File: config.mk
export PLATFORM = sky130hd
export DESIGN_NAME = mem_arbiter
export DESIGN_NICKNAME = d
export VERILOG_FILES = /design/src/rtl/mem_arbiter_pkg.sv /design/src/rtl/mem_arbiter_arb_priority.sv /design/src/rtl/mem_arbiter.sv
export SDC_FILE = /design/constraint.sdc
export NUM_CORES = 1
export LEC_CHECK = 0
export CAP_MARGIN = 20
export CORE_AREA = 2 2 304 306
export CTS_CLUSTER_SIZE = 30
export DETAILED_ROUTE_END_ITERATION = 8
export DIE_AREA = 0 0 306 308
export SLEW_MARGIN = 20
export SYNTH_ARGS = -nofsm -noshare
export SYNTH_HDL_FRONTEND = slang
export SYNTH_SLANG_ARGS = --single-unit
File: constraint.sdc
create_clock -name clk -period 4.2 [get_ports clk]
set_clock_uncertainty 0.15 [all_clocks]
set_input_delay 0.84 -clock clk [delete_from_list [all_inputs] [get_ports clk]]
set_output_delay 0.84 -clock clk [all_outputs]
set_load 0.1 [all_outputs]
File: src/rtl/mem_arbiter_pkg.sv
// Shared definitions for the memory arbiter.
// - arb_state_t : arbiter FSM state encodings (IDLE / BUSY / RESP)
// - grant_t     : owner codes, also driven out on grant_id
// - is_dc_grant : true for either Dcache grant (used to maintain the fairness bit)
package mem_arbiter_pkg;

   localparam int ARB_ADDR_W = 32;
   localparam int ARB_LINE_W = 128;

   typedef enum logic [1:0] {
      ARB_IDLE = 2'd0,
      ARB_BUSY = 2'd1,
      ARB_RESP = 2'd2
   } arb_state_t;

   typedef enum logic [1:0] {
      GNT_NONE = 2'd0,
      GNT_IC   = 2'd1,
      GNT_DCR  = 2'd2,
      GNT_DCW  = 2'd3
   } grant_t;

   function automatic logic is_dc_grant(input grant_t g);
      return (g == GNT_DCR) || (g == GNT_DCW);
   endfunction

endpackage

File: src/rtl/mem_arbiter_arb_priority.sv
// Combinational winner select for the memory arbiter.
// Ports:
//   ic_req  - Icache refill request
//   dcr_req - Dcache refill request
//   dcw_req - Dcache write-back request
//   last_dc - previous grant went to the Dcache (fairness bit)
//   grant   - winning requester code, GNT_NONE when nobody asks
// Default order is DC write > DC read > IC; an IC request preempts both
// Dcache requests when the previous grant went to the Dcache, so a
// streaming Dcache can never starve the Icache.
module mem_arbiter_arb_priority
   import mem_arbiter_pkg::*;
(
   input  logic   ic_req,
   input  logic   dcr_req,
   input  logic   dcw_req,
   input  logic   last_dc,
   output grant_t grant
);

   always_comb begin
      grant = GNT_NONE;
      if (last_dc && ic_req) begin
         grant = GNT_IC;
      end else if (dcw_req) begin
         grant = GNT_DCW;
      end else if (dcr_req) begin
         grant = GNT_DCR;
      end else if (ic_req) begin
         grant = GNT_IC;
      end
   end

endmodule

File: src/rtl/mem_arbiter.sv
// Memory port arbiter: serves one cache-line transaction at a time for the
// Icache refill, Dcache refill and Dcache write-back masters.
// Ports:
//   clk, reset                 - clock; synchronous active-low reset
//   ic_read_*                  - Icache refill request/address, ack pulse and line
//   dc_read_*                  - Dcache refill request/address, ack pulse and line
//   dc_write_*                 - Dcache write-back request/address/line, ack pulse
//   mem_enable/rw/addr/data_out- registered request to memory_sync
//   mem_data_in, mem_ack       - read line and one-cycle completion from memory
//   grant_id                   - current owner (0 none, 1 IC, 2 DC read, 3 DC write)
// Handshake: a master holds req and addr (and write data) stable until it
// sees its one-cycle ack; memory holds off until mem_enable is seen and
// answers with a single mem_ack pulse, after which mem_enable drops.
// Every output is a flop; the always_comb block computes next values only.
module mem_arbiter
   import mem_arbiter_pkg::*;
#(
   parameter int ADDR_W = ARB_ADDR_W,
   parameter int LINE_W = ARB_LINE_W
) (
   input  logic              clk,
   input  logic              reset,
   input  logic              ic_read_req,
   input  logic [ADDR_W-1:0] ic_read_addr,
   output logic              ic_read_ack,
   output logic [LINE_W-1:0] ic_read_data,
   input  logic              dc_read_req,
   input  logic [ADDR_W-1:0] dc_read_addr,
   output logic              dc_read_ack,
   output logic [LINE_W-1:0] dc_read_data,
   input  logic              dc_write_req,
   input  logic [ADDR_W-1:0] dc_write_addr,
   input  logic [LINE_W-1:0] dc_write_data,
   output logic              dc_write_ack,
   output logic              mem_enable,
   output logic              mem_rw,
   output logic [ADDR_W-1:0] mem_addr,
   output logic [LINE_W-1:0] mem_data_out,
   input  logic [LINE_W-1:0] mem_data_in,
   input  logic              mem_ack,
   output logic [1:0]        grant_id
);

   arb_state_t        state_q, state_d;
   grant_t            grant_q, grant_d;
   grant_t            win;
   logic              last_dc_q, last_dc_d;
   logic              mem_enable_q, mem_enable_d;
   logic              mem_rw_q, mem_rw_d;
   logic [ADDR_W-1:0] mem_addr_q, mem_addr_d;
   logic [LINE_W-1:0] mem_data_out_q, mem_data_out_d;
   logic [LINE_W-1:0] ic_data_q, ic_data_d;
   logic [LINE_W-1:0] dc_data_q, dc_data_d;
   logic              ic_ack_q, ic_ack_d;
   logic              dcr_ack_q, dcr_ack_d;
   logic              dcw_ack_q, dcw_ack_d;

   mem_arbiter_arb_priority u_priority (
      .ic_req  (ic_read_req),
      .dcr_req (dc_read_req),
      .dcw_req (dc_write_req),
      .last_dc (last_dc_q),
      .grant   (win)
   );

   always_comb begin
      state_d        = state_q;
      grant_d        = grant_q;
      last_dc_d      = last_dc_q;
      mem_enable_d   = mem_enable_q;
      mem_rw_d       = mem_rw_q;
      mem_addr_d     = mem_addr_q;
      mem_data_out_d = mem_data_out_q;
      ic_data_d      = ic_data_q;
      dc_data_d      = dc_data_q;
      // Acks are pulses: high only for the RESP cycle that follows mem_ack.
      ic_ack_d       = 1'b0;
      dcr_ack_d      = 1'b0;
      dcw_ack_d      = 1'b0;

      case (state_q)
         ARB_IDLE: begin
            if (win != GNT_NONE) begin
               state_d      = ARB_BUSY;
               grant_d      = win;
               last_dc_d    = is_dc_grant(win);
               mem_enable_d = 1'b1;
               mem_rw_d     = (win == GNT_DCW);
               case (win)
                  GNT_IC:  mem_addr_d = ic_read_addr;
                  GNT_DCR: mem_addr_d = dc_read_addr;
                  GNT_DCW: begin
                     mem_addr_d     = dc_write_addr;
                     mem_data_out_d = dc_write_data;
                  end
                  default: ;
               endcase
            end
         end

         ARB_BUSY: begin
            // grant_q still names the owner here; it is cleared together
            // with the ack so grant_id reads 0 while the ack is visible.
            if (mem_ack) begin
               state_d      = ARB_RESP;
               mem_enable_d = 1'b0;
               grant_d      = GNT_NONE;
               case (grant_q)
                  GNT_IC: begin
                     ic_data_d = mem_data_in;
                     ic_ack_d  = 1'b1;
                  end
                  GNT_DCR: begin
                     dc_data_d = mem_data_in;
                     dcr_ack_d = 1'b1;
                  end
                  GNT_DCW: dcw_ack_d = 1'b1;
                  default: ;
               endcase
            end
         end

         ARB_RESP: begin
            // Gives the master one cycle to drop its request before the
            // next arbitration, so a finished request is never re-granted.
            state_d = ARB_IDLE;
         end

         default: state_d = ARB_IDLE;
      endcase
   end

   always_ff @(posedge clk) begin
      if (!reset) begin
         state_q        <= ARB_IDLE;
         grant_q        <= GNT_NONE;
         last_dc_q      <= 1'b0;
         mem_enable_q   <= 1'b0;
         mem_rw_q       <= 1'b0;
         mem_addr_q     <= '0;
         mem_data_out_q <= '0;
         ic_data_q      <= '0;
         dc_data_q      <= '0;
         ic_ack_q       <= 1'b0;
         dcr_ack_q      <= 1'b0;
         dcw_ack_q      <= 1'b0;
      end else begin
         state_q        <= state_d;
         grant_q        <= grant_d;
         last_dc_q      <= last_dc_d;
         mem_enable_q   <= mem_enable_d;
         mem_rw_q       <= mem_rw_d;
         mem_addr_q     <= mem_addr_d;
         mem_data_out_q <= mem_data_out_d;
         ic_data_q      <= ic_data_d;
         dc_data_q      <= dc_data_d;
         ic_ack_q       <= ic_ack_d;
         dcr_ack_q      <= dcr_ack_d;
         dcw_ack_q      <= dcw_ack_d;
      end
   end

   assign ic_read_ack  = ic_ack_q;
   assign ic_read_data = ic_data_q;
   assign dc_read_ack  = dcr_ack_q;
   assign dc_read_data = dc_data_q;
   assign dc_write_ack = dcw_ack_q;
   assign mem_enable   = mem_enable_q;
   assign mem_rw       = mem_rw_q;
   assign mem_addr     = mem_addr_q;
   assign mem_data_out = mem_data_out_q;
   assign grant_id     = grant_q;

endmodule

Word level (Yosys, flattened, before mapping)
Index checks and enable logic that the tools add are counted.

Bits in latches: 0. Register bits after elaboration: 426. Memories: 0. RAM bits: 0. Word-level logic and storage cells: 52. ROM bits: 0.

Add/subtract/negate cells: 0. Equality and inequality tests: 9. Divide/modulo/power cells: 0. Reduce and logical (&&, ||, !) cells: 14. Bitwise gates (word level): 0. Multipliers: 0. Mux-type cells: 17. Magnitude comparators: 0. Shifts and indexed selects: 0.

Operator list (count): 32-bit one-hot mux with 3 select lines (1); 3-bit AND reduction (6); 2-bit 2-to-1 mux (7); 2-bit == test (second input constant) (4); 2-bit one-hot mux with 2 select lines (2); 2-bit by 1-bit == test with 1-bit output (second input constant) (3); 1-bit 2-to-1 mux (6); 2-bit != test (second input constant) (2); 2-bit AND reduction (2); 2-bit nonzero test (2); 3-bit nonzero test (1); 2-bit zero test (1); 1-bit one-hot mux with 2 select lines (1); 1-bit logical AND (1); 1-bit logical OR (1).

Longest topological paths before layout
Depth after elaboration: 7. Gate-level depth with buffers: 6. Gate-level depth less buffers: 3.

By module
A second synthesis with hierarchy kept.

Cells, all modules: 1762. Area, all modules: 16109.2 um2.

Modules (own cells, without submodules): mem_arbiter (seq. area each 8528.2 um2, cells each 1758, times used 1, area an instance 16086.7 um2); mem_arbiter_arb_priority (seq. area each 0.0 um2, cells each 4, times used 1, area an instance 22.5 um2).

Worst setup path before layout
No wires, ideal clock.

Path type: register -> register. Start point: reg grant_q[0], in the netlist grant_id[0]. End point: reg dc_data_q[109], in the netlist dc_read_data[109]. Data arrival time: 1966 ps. Cell stages (with the launch flop): 6. Path slack: 2013 ps. Buffers on the path: 2. Required time: 3979 ps. Path through: dfxtp_1 > nand2b_1 > clkbuf_1 > clkbuf_1 > o21ai_0 > a21oi_1.

Cells in the longest elaborated chain, start to end: 2.

RTL lines: from (decl) (line mem_arbiter.sv:45) `grant_t grant_q, grant_d;`; from (signal assigned) (line mem_arbiter.sv:149) `grant_q <= grant_d;`; 2-bit == test (line mem_arbiter.sv:108) `case (grant_q)`; 3-bit AND reduction (no line); to (signal assigned) (line mem_arbiter.sv:156) `dc_data_q <= dc_data_d;`; to (decl) (line mem_arbiter.sv:53) `logic [LINE_W-1:0] dc_data_q, dc_data_d;`.

Every way passes these cells. A chain may end at the register's enable or synchronous reset.

Worst setup path after layout
Start point: reg dc_data_q[123], in the netlist dc_read_data[123]. End point: out dc_read_data[123].

RTL lines: to (decl) (line mem_arbiter.sv:30) `output logic [LINE_W-1:0] dc_read_data,`.

No word-level cell between the ends.

==> flow_summary.yaml <==
critical_path:
  cp-endpoint: "dc_read_data[123]"
  path_buf_inv: 1
  worst_ep_arrival_time_ns: 2.27
  start_kind: "flop"
  cp_slowest_cell: "clkdlybuf4s50_1"
  worst-path-max-fanout: 2
  criticalPathCategory: "reg -> out"
  r2r_start: "grant_id[1]"
  reg2reg_to: "dc_read_data[103]"
  path_delay_family: "buffers and inverters"
  crit_required_ns: 3.21
  reg2regPathDepth: 5
  slowest_delay_ns: 1.20
  end_kind: "output port"
  path_cells: "clkdlybuf4s50_1"
  r2r_slack_ns: 1.78
  startpoint: "dc_read_data[123]"
  cp_num_cells: 1
clocking:
  cts.clk_slew.worst_paths_ns: 0.06
  cts_hold_buffers: 0
  cts_max_level: 2
  clock-sinks: 426
  cts_tree: "done"
  worstSkewPairLatency_ns: 0.60
  root_buffer: "clkbuf_16"
  numCtsBuffers: 52
  cts_setup_buffers: 0
  ctsResizeCount: 0
  clk_path_buf_depth: 3
sta:
  worst-slew-pin-transition_ns: 1.14
  setup_violations: 0
  finalHoldViolations: 0
  max_freq_ghz: 0.306
  maxSlewHeadroom_pct: 23.7
  fin_crit_ns: 3.26
  layout_setup_ws_ns: 0.937
  drv_slew: 0
  timing.hold.ws_ns: 0.303
  finalSetupTns_ns: 0
  period_share_pct: 77.7
  rsz0062_at_grt: "no"
hold_path:
  min-delay-start: "mem_enable"
  hold_class: "reg -> reg"
floorplan:
  initial_core_util_pct: 18.4
  die_area_um2: 94200
  core-area_um2: 91000
  die_width_um: 306
  die_h_um: 308
  ios: 781
  rows: 111
yosys:
  synth-seq-cells: 426
  yosysMostFrequentCell: "dfxtp_1"
  synth_cell_type_count: 33
  ys_warn_count: 0
  syn-cell-area_um2: 16700
  synth-main-ff-cell: "dfxtp_1"
  yosys.area.top_type: "dfxtp_1"
  synth.area.top_cells: "dfxtp_1 51%, a21oi_1 13%, nand3_1 12%"
  synth_edf_count: 0
  synth-async-reset-ratio_pct: 0
  ys_top_cells_by_count: "426 x dfxtp_1, 421 x a21oi_1, 384 x nand3_1"
  synthCells: 2053
  ys_seq_area_share_pct: 51.0
  avgSynthCellArea_um2: 8.14
  syn_nets: 2411
  yosys.area.top_type_share_pct: 51.0
placed_design:
  pre_cts_slack_ns: 1.16
  place.gp.congestion: 0.810
  hpwl_um: 57100
  numPortBuffers: 780
grt:
  first_global_vias: 17500
  antenna_found_initial: 16
  track_usage_pct: 16.5
  grt_pass1_wl_um: 119000
  grt_overflow: 0
  grt_max_degree: 129
drt:
  viasPerCell: 4.69
  postRouteAntennaNets: 0
  post-route-drc-count: 0
  vias: 18400
  drt_iter0_drc: 1541
  wirelength_um: 82100
  firstDrtPassIters: 5
  post_drt_wl_per_cell_um: 20.9
cells_and_area:
  seqCellArea_um2: 8530
  drive_gt1_share_pct: 6.66
  multi_input_area_um2: 7240
  final_util_pct: 30.0
  syn_to_final_growth_pct: 63.5
  final_nets: 3051
  nFillCells: 9782
power_and_ir_drop:
  power_frac_seq_pct: 36.0
  cellPowerDensity_nw_per_um2: 440
  p_switching_mw: 4.25
  switching_share_pct: 35.4
  p_comb_share_pct: 25.9
  intPower_mw: 7.76
  peakVddDrop_uv: 305
  p_clk_share_pct: 38.1
  p_leak_nw: 9.03
flow_run:
  drv_cap: 0
outcome:
  status: "finished clean"
[layout by cell type, fill, tap and decap left out, types with 2 or more instances in the layout]
master / n
a21o_1: 32
a21oi_1: 421
a311oi_1: 32
buf_12: 17
buf_2: 3
buf_4: 62
bufinv_16: 3
clkbuf_1: 11
clkbuf_16: 54
clkbuf_8: 10
clkdlybuf4s50_1: 748
clkinv_2: 11
clkinv_4: 2
dfxtp_1: 426
diode_2: 5
nand2_1: 68
nand2b_4: 2
nand3_1: 384
nand3b_1: 32
nor2_4: 2
nor2b_4: 2
nor3_1: 3
o21ai_0: 381
o21ai_1: 5
or2_2: 2
[cell families after synthesis]
group	synth area share, %
AND/OR/NAND/NOR	15.1
buffers and inverters	6.21
AO/OA/AOI/OAI	27.6
flip-flops	51.0
[final cells by class]
cell class / instances / share of cell area (%)
Sequential cell: 426 / 31.2
Timing Repair Buffer: 831 / 30.5
Multi-Input combinational cell: 1379 / 26.5
Clock buffer: 75 / 5.60
Tap cell: 1186 / 5.43
Clock inverter: 18 / 0.682
Inverter: 3 / 0.0779
Antenna cell: 5 / 0.0458
[worst min-delay path by stage]
stage,cells after the start,end
CTS,2,mem_enable
global placement,2,mem_enable
finish,2,mem_enable
global route,2,ic_read_data[6]
detailed placement,2,mem_enable
floorplan,2,last_dc_q
[sequential cells by signal, indices dropped and copies added, names as in the netlist]
name          flops
dc_read_ack       1
dc_read_data    128
dc_write_ack      1
grant_id          2
ic_read_ack       1
ic_read_data    128
last_dc_q         1
mem_addr         32
mem_data_out    128
mem_enable        1
mem_rw            1
state_q           2
[power by group through the flow]
stage	clock network (mW)	logic [mW]	registers, mW
finish	4.58	3.11	4.32
global placement	0	3.14	4.41
floorplan	0	0.724	5.65
CTS	4.73	3.13	4.33
global route	4.89	3.25	4.34
detailed placement	0	3.13	4.41
[worst reg2reg max path: stages (launching register included)]
cell,delay (ns)
dfxtp_1,0.56
nor2b_4,0.67
buf_12,0.33
buf_4,0.38
nand3_1,0.14
a21oi_1,0.13
[layer usage]
| metal | up-vias | track usage (%) | part of all wire, % |
|---|---|---|---|
| met5 | - | 0 | 0.22 |
| met4 | 26 | 5.05 | 2.9 |
| met3 | 134 | 6.07 | 9.3 |
| met2 | 770 | 29.0 | 50 |
| met1 | 8829 | 18.4 | 37 |
| li1 | 8658 | - | - |
[stage by stage]
| stage | total power [mW] | cells | area [um^2] |
|---|---|---|---|
| 3_3_place_gp | 7.54 | 3825 | 25600 |
| 4_1_cts | 12.2 | 3918 | 27300 |
| 6_report | 12.0 | 3923 | 27300 |
| 5_1_grt | 12.5 | 3918 | 27300 |
| 3_5_place_dp | 7.54 | 3825 | 25600 |
| 2_1_floorplan | 6.38 | 2053 | 16700 |
Power figures use the tool's default switching activity.
